File: src/rtl/mc_seq_ctrl_pkg.sv
// Shared constants and types for the multicycle control sequencer:
// opcodes, step numbers, FSM states, IR field positions and the strobe bundle.
package mc_pkg;

  localparam logic [2:0] OP_AND = 3'd0;
  localparam logic [2:0] OP_ADD = 3'd1;
  localparam logic [2:0] OP_LDA = 3'd2;
  localparam logic [2:0] OP_STA = 3'd3;
  localparam logic [2:0] OP_BUN = 3'd4;
  localparam logic [2:0] OP_BSA = 3'd5;
  localparam logic [2:0] OP_ISZ = 3'd6;
  localparam logic [2:0] OP_RRF = 3'd7;

  localparam logic [3:0] T0    = 4'd0;
  localparam logic [3:0] T1    = 4'd1;
  localparam logic [3:0] T2    = 4'd2;
  localparam logic [3:0] T3    = 4'd3;
  localparam logic [3:0] T4    = 4'd4;
  localparam logic [3:0] T5    = 4'd5;
  localparam logic [3:0] T6    = 4'd6;
  localparam logic [3:0] T_ILL = 4'd15;

  localparam int IR_I     = 15;
  localparam int IR_OP_HI = 14;
  localparam int IR_OP_LO = 12;

  typedef enum logic {IDLE, RUN} state_e;

  typedef struct packed {
    logic mem_rd;
    logic mem_wr;
    logic ar_ld_pc;
    logic ar_ld_ir;
    logic ar_ld_dr;
    logic ir_ld;
    logic pc_inc;
    logic pc_ld;
    logic acc_ld;
    logic dr_inc;
    logic rr_en;
  } ctl_t;

endpackage

File: src/rtl/mc_seq_ctrl_if.sv
// Sequencer <-> datapath/memory bundle. master = sequencer, slave = datapath side.
interface mc_seq_ctrl_if;
  logic        start;
  logic [15:0] ir;
  logic        mem_ack;
  logic        dr_zero;
  logic        skip_cond;

  logic [3:0]  sc;
  logic        run;
  logic        fault;
  logic        mem_rd;
  logic        mem_wr;
  logic        ar_ld_pc;
  logic        ar_ld_ir;
  logic        ar_ld_dr;
  logic        ir_ld;
  logic        pc_inc;
  logic        pc_ld;
  logic        acc_ld;
  logic        dr_inc;
  logic        rr_en;
  logic [2:0]  alu_op;

  modport master (
    input  start, ir, mem_ack, dr_zero, skip_cond,
    output sc, run, fault, mem_rd, mem_wr, ar_ld_pc, ar_ld_ir, ar_ld_dr,
           ir_ld, pc_inc, pc_ld, acc_ld, dr_inc, rr_en, alu_op
  );

  modport slave (
    output start, ir, mem_ack, dr_zero, skip_cond,
    input  sc, run, fault, mem_rd, mem_wr, ar_ld_pc, ar_ld_ir, ar_ld_dr,
           ir_ld, pc_inc, pc_ld, acc_ld, dr_inc, rr_en, alu_op
  );
endinterface

File: src/rtl/mc_seq_ctrl_stall_timer.sv
// Counts consecutive cycles a memory strobe waits for ack; flags the cycle
// on which the wait would reach STALL_LIMIT.
module mc_stall_timer #(
  parameter int STALL_LIMIT = 255
) (
  input  logic clk,
  input  logic rst,
  input  logic wait_i,
  output logic expire_o
);
  localparam int W = $clog2(STALL_LIMIT + 1);

  logic [W-1:0] cnt_q, cnt_d;

  always_comb begin
    cnt_d    = wait_i ? cnt_q + W'(1) : '0;
    expire_o = wait_i && (cnt_q == W'(STALL_LIMIT - 1));
  end

  always_ff @(posedge clk) begin
    if (rst) cnt_q <= '0;
    else     cnt_q <= cnt_d;
  end
endmodule

File: src/rtl/mc_seq_ctrl.sv
// Multicycle control sequencer: owns the step counter feeding the external
// 4-to-16 timing decoder and emits per-step datapath/memory strobes.
module mc_seq_ctrl
  import mc_pkg::*;
#(
  parameter int STALL_LIMIT = 255,
  parameter int HLT_BIT     = 0
) (
  input  logic          clk,
  input  logic          rst,
  mc_seq_ctrl_if.master bus
);
  state_e     state_q, state_d;
  logic [3:0] sc_q, sc_d;
  logic [2:0] opc_q, opc_d;
  logic       ind_q, ind_d;
  logic       fault_q, fault_d;

  ctl_t       ctl;
  logic [2:0] alu_op;
  logic       last, halt, mem_wait, timeout;

  mc_stall_timer #(.STALL_LIMIT(STALL_LIMIT)) u_stall (
    .clk      (clk),
    .rst      (rst),
    .wait_i   (mem_wait),
    .expire_o (timeout)
  );

  always_comb begin
    ctl      = '0;
    alu_op   = '0;
    last     = 1'b0;
    halt     = 1'b0;
    opc_d    = opc_q;
    ind_d    = ind_q;
    state_d  = state_q;
    sc_d     = sc_q;
    fault_d  = fault_q;

    if (state_q == RUN) begin
      case (sc_q)
        T0: ctl.ar_ld_pc = 1'b1;
        T1: begin
          ctl.mem_rd = 1'b1;
          ctl.ir_ld  = bus.mem_ack;
          ctl.pc_inc = bus.mem_ack;
        end
        T2: begin
          ctl.ar_ld_ir = 1'b1;
          opc_d        = bus.ir[IR_OP_HI:IR_OP_LO];
          ind_d        = bus.ir[IR_I];
        end
        T3: begin
          if (opc_q == OP_RRF) begin
            ctl.rr_en  = 1'b1;
            ctl.pc_inc = bus.skip_cond;
            last       = 1'b1;
            halt       = bus.ir[HLT_BIT];
          end else if (ind_q) begin
            ctl.mem_rd   = 1'b1;
            ctl.ar_ld_dr = bus.mem_ack;
          end
        end
        T4: begin
          case (opc_q)
            OP_AND, OP_ADD, OP_LDA: ctl.mem_rd = 1'b1;
            OP_STA: begin ctl.mem_wr = 1'b1; last = 1'b1; end
            OP_BUN: begin ctl.pc_ld  = 1'b1; last = 1'b1; end
            OP_BSA: ctl.mem_wr = 1'b1;
            OP_ISZ: ctl.mem_rd = 1'b1;
            default: last = 1'b1;
          endcase
        end
        T5: begin
          case (opc_q)
            OP_AND, OP_ADD, OP_LDA: begin
              ctl.acc_ld = 1'b1;
              alu_op     = opc_q;
              last       = 1'b1;
            end
            OP_BSA: begin ctl.pc_ld = 1'b1; ctl.pc_inc = 1'b1; last = 1'b1; end
            OP_ISZ: ctl.dr_inc = 1'b1;
            default: last = 1'b1;
          endcase
        end
        T6: begin
          if (opc_q == OP_ISZ) begin
            ctl.mem_wr = 1'b1;
            ctl.pc_inc = bus.mem_ack & bus.dr_zero;
          end
          last = 1'b1;
        end
        default: ;
      endcase
    end

    // Step holds while a strobe waits; a terminal memory step also waits.
    mem_wait = (ctl.mem_rd | ctl.mem_wr) & ~bus.mem_ack;

    case (state_q)
      IDLE: begin
        if (bus.start && !fault_q) begin
          state_d = RUN;
          sc_d    = T0;
        end
      end
      RUN: begin
        if (timeout || sc_q == T_ILL) begin
          fault_d = 1'b1;
          state_d = IDLE;
          sc_d    = T0;
        end else if (!mem_wait) begin
          if (last) begin
            sc_d = T0;
            if (halt) state_d = IDLE;
          end else begin
            sc_d = sc_q + 4'd1;
          end
        end
      end
      default: state_d = IDLE;
    endcase
  end

  always_ff @(posedge clk) begin
    if (rst) begin
      state_q <= IDLE;
      sc_q    <= T0;
      opc_q   <= '0;
      ind_q   <= 1'b0;
      fault_q <= 1'b0;
    end else begin
      state_q <= state_d;
      sc_q    <= sc_d;
      opc_q   <= opc_d;
      ind_q   <= ind_d;
      fault_q <= fault_d;
    end
  end

  assign bus.sc       = sc_q;
  assign bus.run      = (state_q == RUN);
  assign bus.fault    = fault_q;
  assign bus.mem_rd   = ctl.mem_rd;
  assign bus.mem_wr   = ctl.mem_wr;
  assign bus.ar_ld_pc = ctl.ar_ld_pc;
  assign bus.ar_ld_ir = ctl.ar_ld_ir;
  assign bus.ar_ld_dr = ctl.ar_ld_dr;
  assign bus.ir_ld    = ctl.ir_ld;
  assign bus.pc_inc   = ctl.pc_inc;
  assign bus.pc_ld    = ctl.pc_ld;
  assign bus.acc_ld   = ctl.acc_ld;
  assign bus.dr_inc   = ctl.dr_inc;
  assign bus.rr_en    = ctl.rr_en;
  assign bus.alu_op   = alu_op;
endmodule

File: src/flat_wrapper.sv
// flat-port wrapper written by rule: the top's interface ports become plain ports
module mc_seq_ctrl_flat import mc_pkg::*;
#(
  parameter int STALL_LIMIT = 255,
  parameter int HLT_BIT     = 0
)
  (clk, rst, bus_start, bus_ir, bus_mem_ack, bus_dr_zero, bus_skip_cond, bus_sc, bus_run, bus_fault, bus_mem_rd, bus_mem_wr, bus_ar_ld_pc, bus_ar_ld_ir, bus_ar_ld_dr, bus_ir_ld, bus_pc_inc, bus_pc_ld, bus_acc_ld, bus_dr_inc, bus_rr_en, bus_alu_op);
  mc_seq_ctrl_if bus_i ();
  input  logic clk;
  input  logic rst;
  input wire logic [$bits(bus_i.start)-1:0] bus_start;
  input wire logic [$bits(bus_i.ir)-1:0] bus_ir;
  input wire logic [$bits(bus_i.mem_ack)-1:0] bus_mem_ack;
  input wire logic [$bits(bus_i.dr_zero)-1:0] bus_dr_zero;
  input wire logic [$bits(bus_i.skip_cond)-1:0] bus_skip_cond;
  output wire logic [$bits(bus_i.sc)-1:0] bus_sc;
  output wire logic [$bits(bus_i.run)-1:0] bus_run;
  output wire logic [$bits(bus_i.fault)-1:0] bus_fault;
  output wire logic [$bits(bus_i.mem_rd)-1:0] bus_mem_rd;
  output wire logic [$bits(bus_i.mem_wr)-1:0] bus_mem_wr;
  output wire logic [$bits(bus_i.ar_ld_pc)-1:0] bus_ar_ld_pc;
  output wire logic [$bits(bus_i.ar_ld_ir)-1:0] bus_ar_ld_ir;
  output wire logic [$bits(bus_i.ar_ld_dr)-1:0] bus_ar_ld_dr;
  output wire logic [$bits(bus_i.ir_ld)-1:0] bus_ir_ld;
  output wire logic [$bits(bus_i.pc_inc)-1:0] bus_pc_inc;
  output wire logic [$bits(bus_i.pc_ld)-1:0] bus_pc_ld;
  output wire logic [$bits(bus_i.acc_ld)-1:0] bus_acc_ld;
  output wire logic [$bits(bus_i.dr_inc)-1:0] bus_dr_inc;
  output wire logic [$bits(bus_i.rr_en)-1:0] bus_rr_en;
  output wire logic [$bits(bus_i.alu_op)-1:0] bus_alu_op;
  assign bus_i.start = bus_start;
  assign bus_i.ir = bus_ir;
  assign bus_i.mem_ack = bus_mem_ack;
  assign bus_i.dr_zero = bus_dr_zero;
  assign bus_i.skip_cond = bus_skip_cond;
  assign bus_sc = bus_i.sc;
  assign bus_run = bus_i.run;
  assign bus_fault = bus_i.fault;
  assign bus_mem_rd = bus_i.mem_rd;
  assign bus_mem_wr = bus_i.mem_wr;
  assign bus_ar_ld_pc = bus_i.ar_ld_pc;
  assign bus_ar_ld_ir = bus_i.ar_ld_ir;
  assign bus_ar_ld_dr = bus_i.ar_ld_dr;
  assign bus_ir_ld = bus_i.ir_ld;
  assign bus_pc_inc = bus_i.pc_inc;
  assign bus_pc_ld = bus_i.pc_ld;
  assign bus_acc_ld = bus_i.acc_ld;
  assign bus_dr_inc = bus_i.dr_inc;
  assign bus_rr_en = bus_i.rr_en;
  assign bus_alu_op = bus_i.alu_op;
  mc_seq_ctrl #(.STALL_LIMIT(STALL_LIMIT), .HLT_BIT(HLT_BIT)) u_core (.clk(clk), .rst(rst), .bus(bus_i));
endmodule
File: config.mk
export PLATFORM = sky130hd
export DESIGN_NAME = mc_seq_ctrl_flat
export DESIGN_NICKNAME = d
export VERILOG_FILES = /design/src/rtl/mc_seq_ctrl_pkg.sv /design/src/rtl/mc_seq_ctrl_if.sv /design/src/rtl/mc_seq_ctrl_stall_timer.sv /design/src/rtl/mc_seq_ctrl.sv /design/src/flat_wrapper.sv
export SDC_FILE = /design/constraint.sdc
export NUM_CORES = 1
export LEC_CHECK = 0
export CAP_MARGIN = 20
export CORE_ASPECT_RATIO = 1.75
export CORE_UTILIZATION = 35
export CTS_BUF_LIST = sky130_fd_sc_hd__clkbuf_8
export CTS_CLUSTER_SIZE = 28
export DETAILED_ROUTE_END_ITERATION = 6
export PLACE_DENSITY = 0.67
export REMOVE_ABC_BUFFERS = 1
export SETUP_SLACK_MARGIN = 0.4
export SYNTH_ARGS = -nofsm -noshare
export SYNTH_HDL_FRONTEND = slang
export SYNTH_HIERARCHICAL = 1
export SYNTH_SLANG_ARGS = --single-unit
File: constraint.sdc
create_clock -name clk -period 2.2 [get_ports clk]
set_input_delay 0.44 -clock clk [delete_from_list [all_inputs] [get_ports clk]]
set_output_delay 0.44 -clock clk [all_outputs]
set_load 0.1 [all_outputs]
==> results.tsv, run 1 <==
stage	metric	value	unit
finish	final net count	272	
status	failing checks	setup timing	
synthesis	FF+latch count, synth	18	
synthesis	Seq/Total Area, Yosys	29.2	%
clocking	CTS Hold Buffers Added	0	
synthesis	synth unique cells	43	
clocking	htree depth	1	
placed_design	port buffer count	29	
drt	Routed WL	5120	um
global_routing	pin count of the biggest net entering global routing	11	
worst_setup_path	worst r2r path cells	16	
global_routing	global route total overflow	0	
global_routing	global-route wire length before repair	7590	um
synthesis	top cell type's share of synthesized area	29.2	%
global_routing	vias in the first global route	1663	
timing	fmax	375	MHz
clocking	clock root buffer master	clkbuf_8	
timing	skew final	0.00223	ns
global_routing	GRT Overall Usage	27.9	%
worst_setup_path	CP max stage cell	dfxtp_4	
timing	post-route worst setup slack	-0.470	ns
worst_hold_path	worst min path class	register to register	
worst_setup_path	CP Depth	16	
status	status	finished, violations left	
drt	Vias	1559	
timing	RSZ-0062 raised after global routing	true	
drt	Residual DRC	0	
worst_hold_path	Hold Startpoint	u_core/u_stall/cnt_q[0]	
worst_setup_path	Worst setup SP type	register	
floorplan	core area	3360	um2
worst_setup_path	crit-path max FO	5	
synthesis	top cells by area, synth	dfxtp_1 (29%), nor2_1 (6.7%), ha_1 (6.1%)	
placed_design	gpl congestion	0.930	
floorplan	io pins	42	
synthesis	Ys Warns	6	
timing	Slew Limit Fails	0	
power	Max VDD drop	370	uV
finish	ant diodes	0	
floorplan	Die ar.	3780	um2
clocking	CTS Buf Count	3	
timing	Hold Vio Cnt, Final	0	
timing	final worst path period need	2.67	ns
worst_setup_path	critical path class	register to register	
floorplan	Starting Density	36.7	%
worst_setup_path	worst r2r dst	u_core/bus.sc[0]	
worst_setup_path	worst path cell trace	inv_4, ha_4, nand4b_1, a31o_1, a31oi_4, nand2_2, inv_2, nand4_1, nor2_2, a31oi_2, o311ai_2, a21o_1, buf_6, buf_6, nor3_2, mux2_4	
worst_setup_path	delay-heaviest family, CP	compound AO/OA/AOI/OAI gates	
worst_setup_path	crit-path max cell delay	0.37	ns
finish	Filler cells	216	
global_routing	initial antenna violation count	0	
worst_setup_path	reg2reg setup slack	-0.47	ns
power	Pleak	0.973	nW
clocking	CTS sink cnt	18	
worst_setup_path	Worst Path Required	2.35	ns
placed_design	placed wire-length estimate	3030	um
finish	P&R area growth vs syn	109	%
worst_setup_path	CP dominant cell by count	buf_6	
synthesis	Yosys top cell by area	dfxtp_1	
placed_design	Post-Place Worst Slack	-0.493	ns
worst_setup_path	Critical Path Start	u_core/bus.sc[1]	
drt	ANT nets after route	0	
timing	TNS Setup	-2.87	ns
synthesis	Mapped Cells	153	
power	PD cells	336	nW/um2
clocking	clk buf depth	2	
finish	Final Core Density	76.9	%
drt	wire per inst	17.8	um
worst_hold_path	hold path cells	1	
clocking	Worst-path clk slew	0.07	ns
worst_setup_path	Worst setup EP type	register	
finish	commonest non-fill, non-tap cell in the layout	buf_4	
synthesis	area of the mapped netlist	1230	um2
finish	most frequent cells in the layout	buf_4 (60), nor2_1 (17), buf_12 (14)	
finish	Layout Cells excl Fill	288	
clocking	clk_lat worst skew	0.26	ns
floorplan	Row Count	28	
synthesis	Mean Syn Cell Area	8.07	um2
worst_setup_path	CP arrival	2.82	ns
timing	Final Cycle Share	121	%
drt	Detailed Routing Iterations Pass 1	4	
clocking	CTS tree	done	
worst_setup_path	R2R Path Start	u_core/bus.sc[1]	
drt	Vias/cell	5.41	
worst_setup_path	CP Buf/Inv Count	4	
flow_run	max_cap viols	0	
worst_hold_path	Hold Crit Endpoint	u_core/u_stall/cnt_q[0]	
timing	Setup Viol. Count Final	13	
floorplan	die height	80.6	um
finish	ratio of cells with drive above 1 in the final layout	60.5	%
placed_design	Placed Cells	260	
floorplan	Die X-Extent	46.9	um
drt	Initial DRC Count	25	
area by class of cell:
type	count	area [um2]	share of cell area, %
multi-input cells	116	1090	42.1
flip-flops and latches	18	379	14.7
repair buffers	96	965	37.3
clock buffers	4	55.1	2.13
inverters	9	42.5	1.65
well taps	45	56.3	2.18
what timing repair did:
item,in CTS,in global routing
setup endpoints to repair,27,27
setup buffers,18,6
pin swaps,12,14
resized for setup,47,39
sequential cells by signal, indices dropped and copies added (netlist names):
signal                flops
u_core/bus.sc             4
u_core/ind_q              1
u_core/opc_q              3
u_core/bus.run            1
u_core/u_stall/cnt_q      8
u_core/bus.fault          1
worst reg2reg max path, delay by kind of cell (launching register included):
family | cells | cell delay [ns]
buffers and inverters | 4 | 0.37
adders and majority gates | 1 | 0.18
DFF | 1 | 0.37
muxes | 1 | 0.26
AOI/OAI and AO/OA | 5 | 0.83
and+or+nand+nor | 5 | 0.56
where the power goes:
part / internal [W] / total (W) / switching (W)
clock network: 0.000159 / 0.000279 / 0.000120
registers: 0.000326 / 0.000331 / 0.00000576
logic: 0.000120 / 0.000259 / 0.000139
total: 0.000605 / 0.000870 / 0.000265
cell usage after synthesis (all sizes together):
master / instances
a32oi: 1
nor4: 4
nand4b: 5
nand4bb: 1
and3: 2
ha: 6
a21o: 2
mux2i: 7
dfxtp: 18
nor3: 3
a31o: 2
a211o: 1
conb: 1
nand2: 7
o32ai: 1
and2b: 1
mux2: 1
nand2b: 8
clkbuf: 4
nor2: 22
nand3b: 1
or3: 4
nand4: 2
a221oi: 3
a21oi: 7
inv: 9
or4: 2
buf: 6
a311oi: 1
nor3b: 2
xnor2: 1
o311ai: 1
a31oi: 4
o21ai: 5
nand3: 6
xor2: 2
per-layer routing:
metal  global-route usage, %  vias up  part of all wire [%]
li1                        -      729                     -
met1                    27.8      771                    37
met2                    51.8       43                    56
met3                    3.82       16                   2.9
met4                    14.0        0                   3.9
met5                       0        -                     0
metrics by stage:
stage | area, um2 | total power [W] | hold slack (ns)
floorplan | 1180 | 0.000437 | 0.440
global placement | 1970 | 0.000522 | 0.456
detailed placement | 1970 | 0.000525 | 0.469
CTS | 2370 | 0.000831 | 0.486
global route | 2580 | 0.000898 | 0.517
finish | 2580 | 0.000870 | 0.480
logic make-up (layout without fill, tap and decap cells):
| kind of cell | count (synthesis) | count (layout) | share of synthesized area (%) |
|---|---|---|---|
| other | 1 | 1 | 0.304 |
| and+or+nand+nor | 70 | 70 | 31.6 |
| AOI/OAI and AO/OA | 28 | 28 | 16.3 |
| muxes | 8 | 8 | 6.89 |
| adders and majority gates | 6 | 6 | 6.08 |
| xor gates and xnor gates | 3 | 3 | 2.13 |
| buffers and inverters | 19 | 109 | 7.50 |
| DFF | 18 | 18 | 29.2 |
worst max path at each step:
stage / end / slack, ns
final: u_core/bus.sc[0] / -0.47
after global routing: u_core/bus.sc[2] / -0.52
after global placement: u_core/bus.sc[2] / -0.38
after detailed placement: u_core/bus.sc[2] / -0.49
after floorplan: bus_pc_inc / -2.84
after CTS: u_core/bus.sc[3] / -0.35
Power figures use the tool's default switching activity.
==> run 2, diff against run 1 <==
- ABC_CLOCK_PERIOD_IN_PS: not set -> 2200
==> results of run 2 <==
Final layout, timing and power as in run 1 (identical DEF).
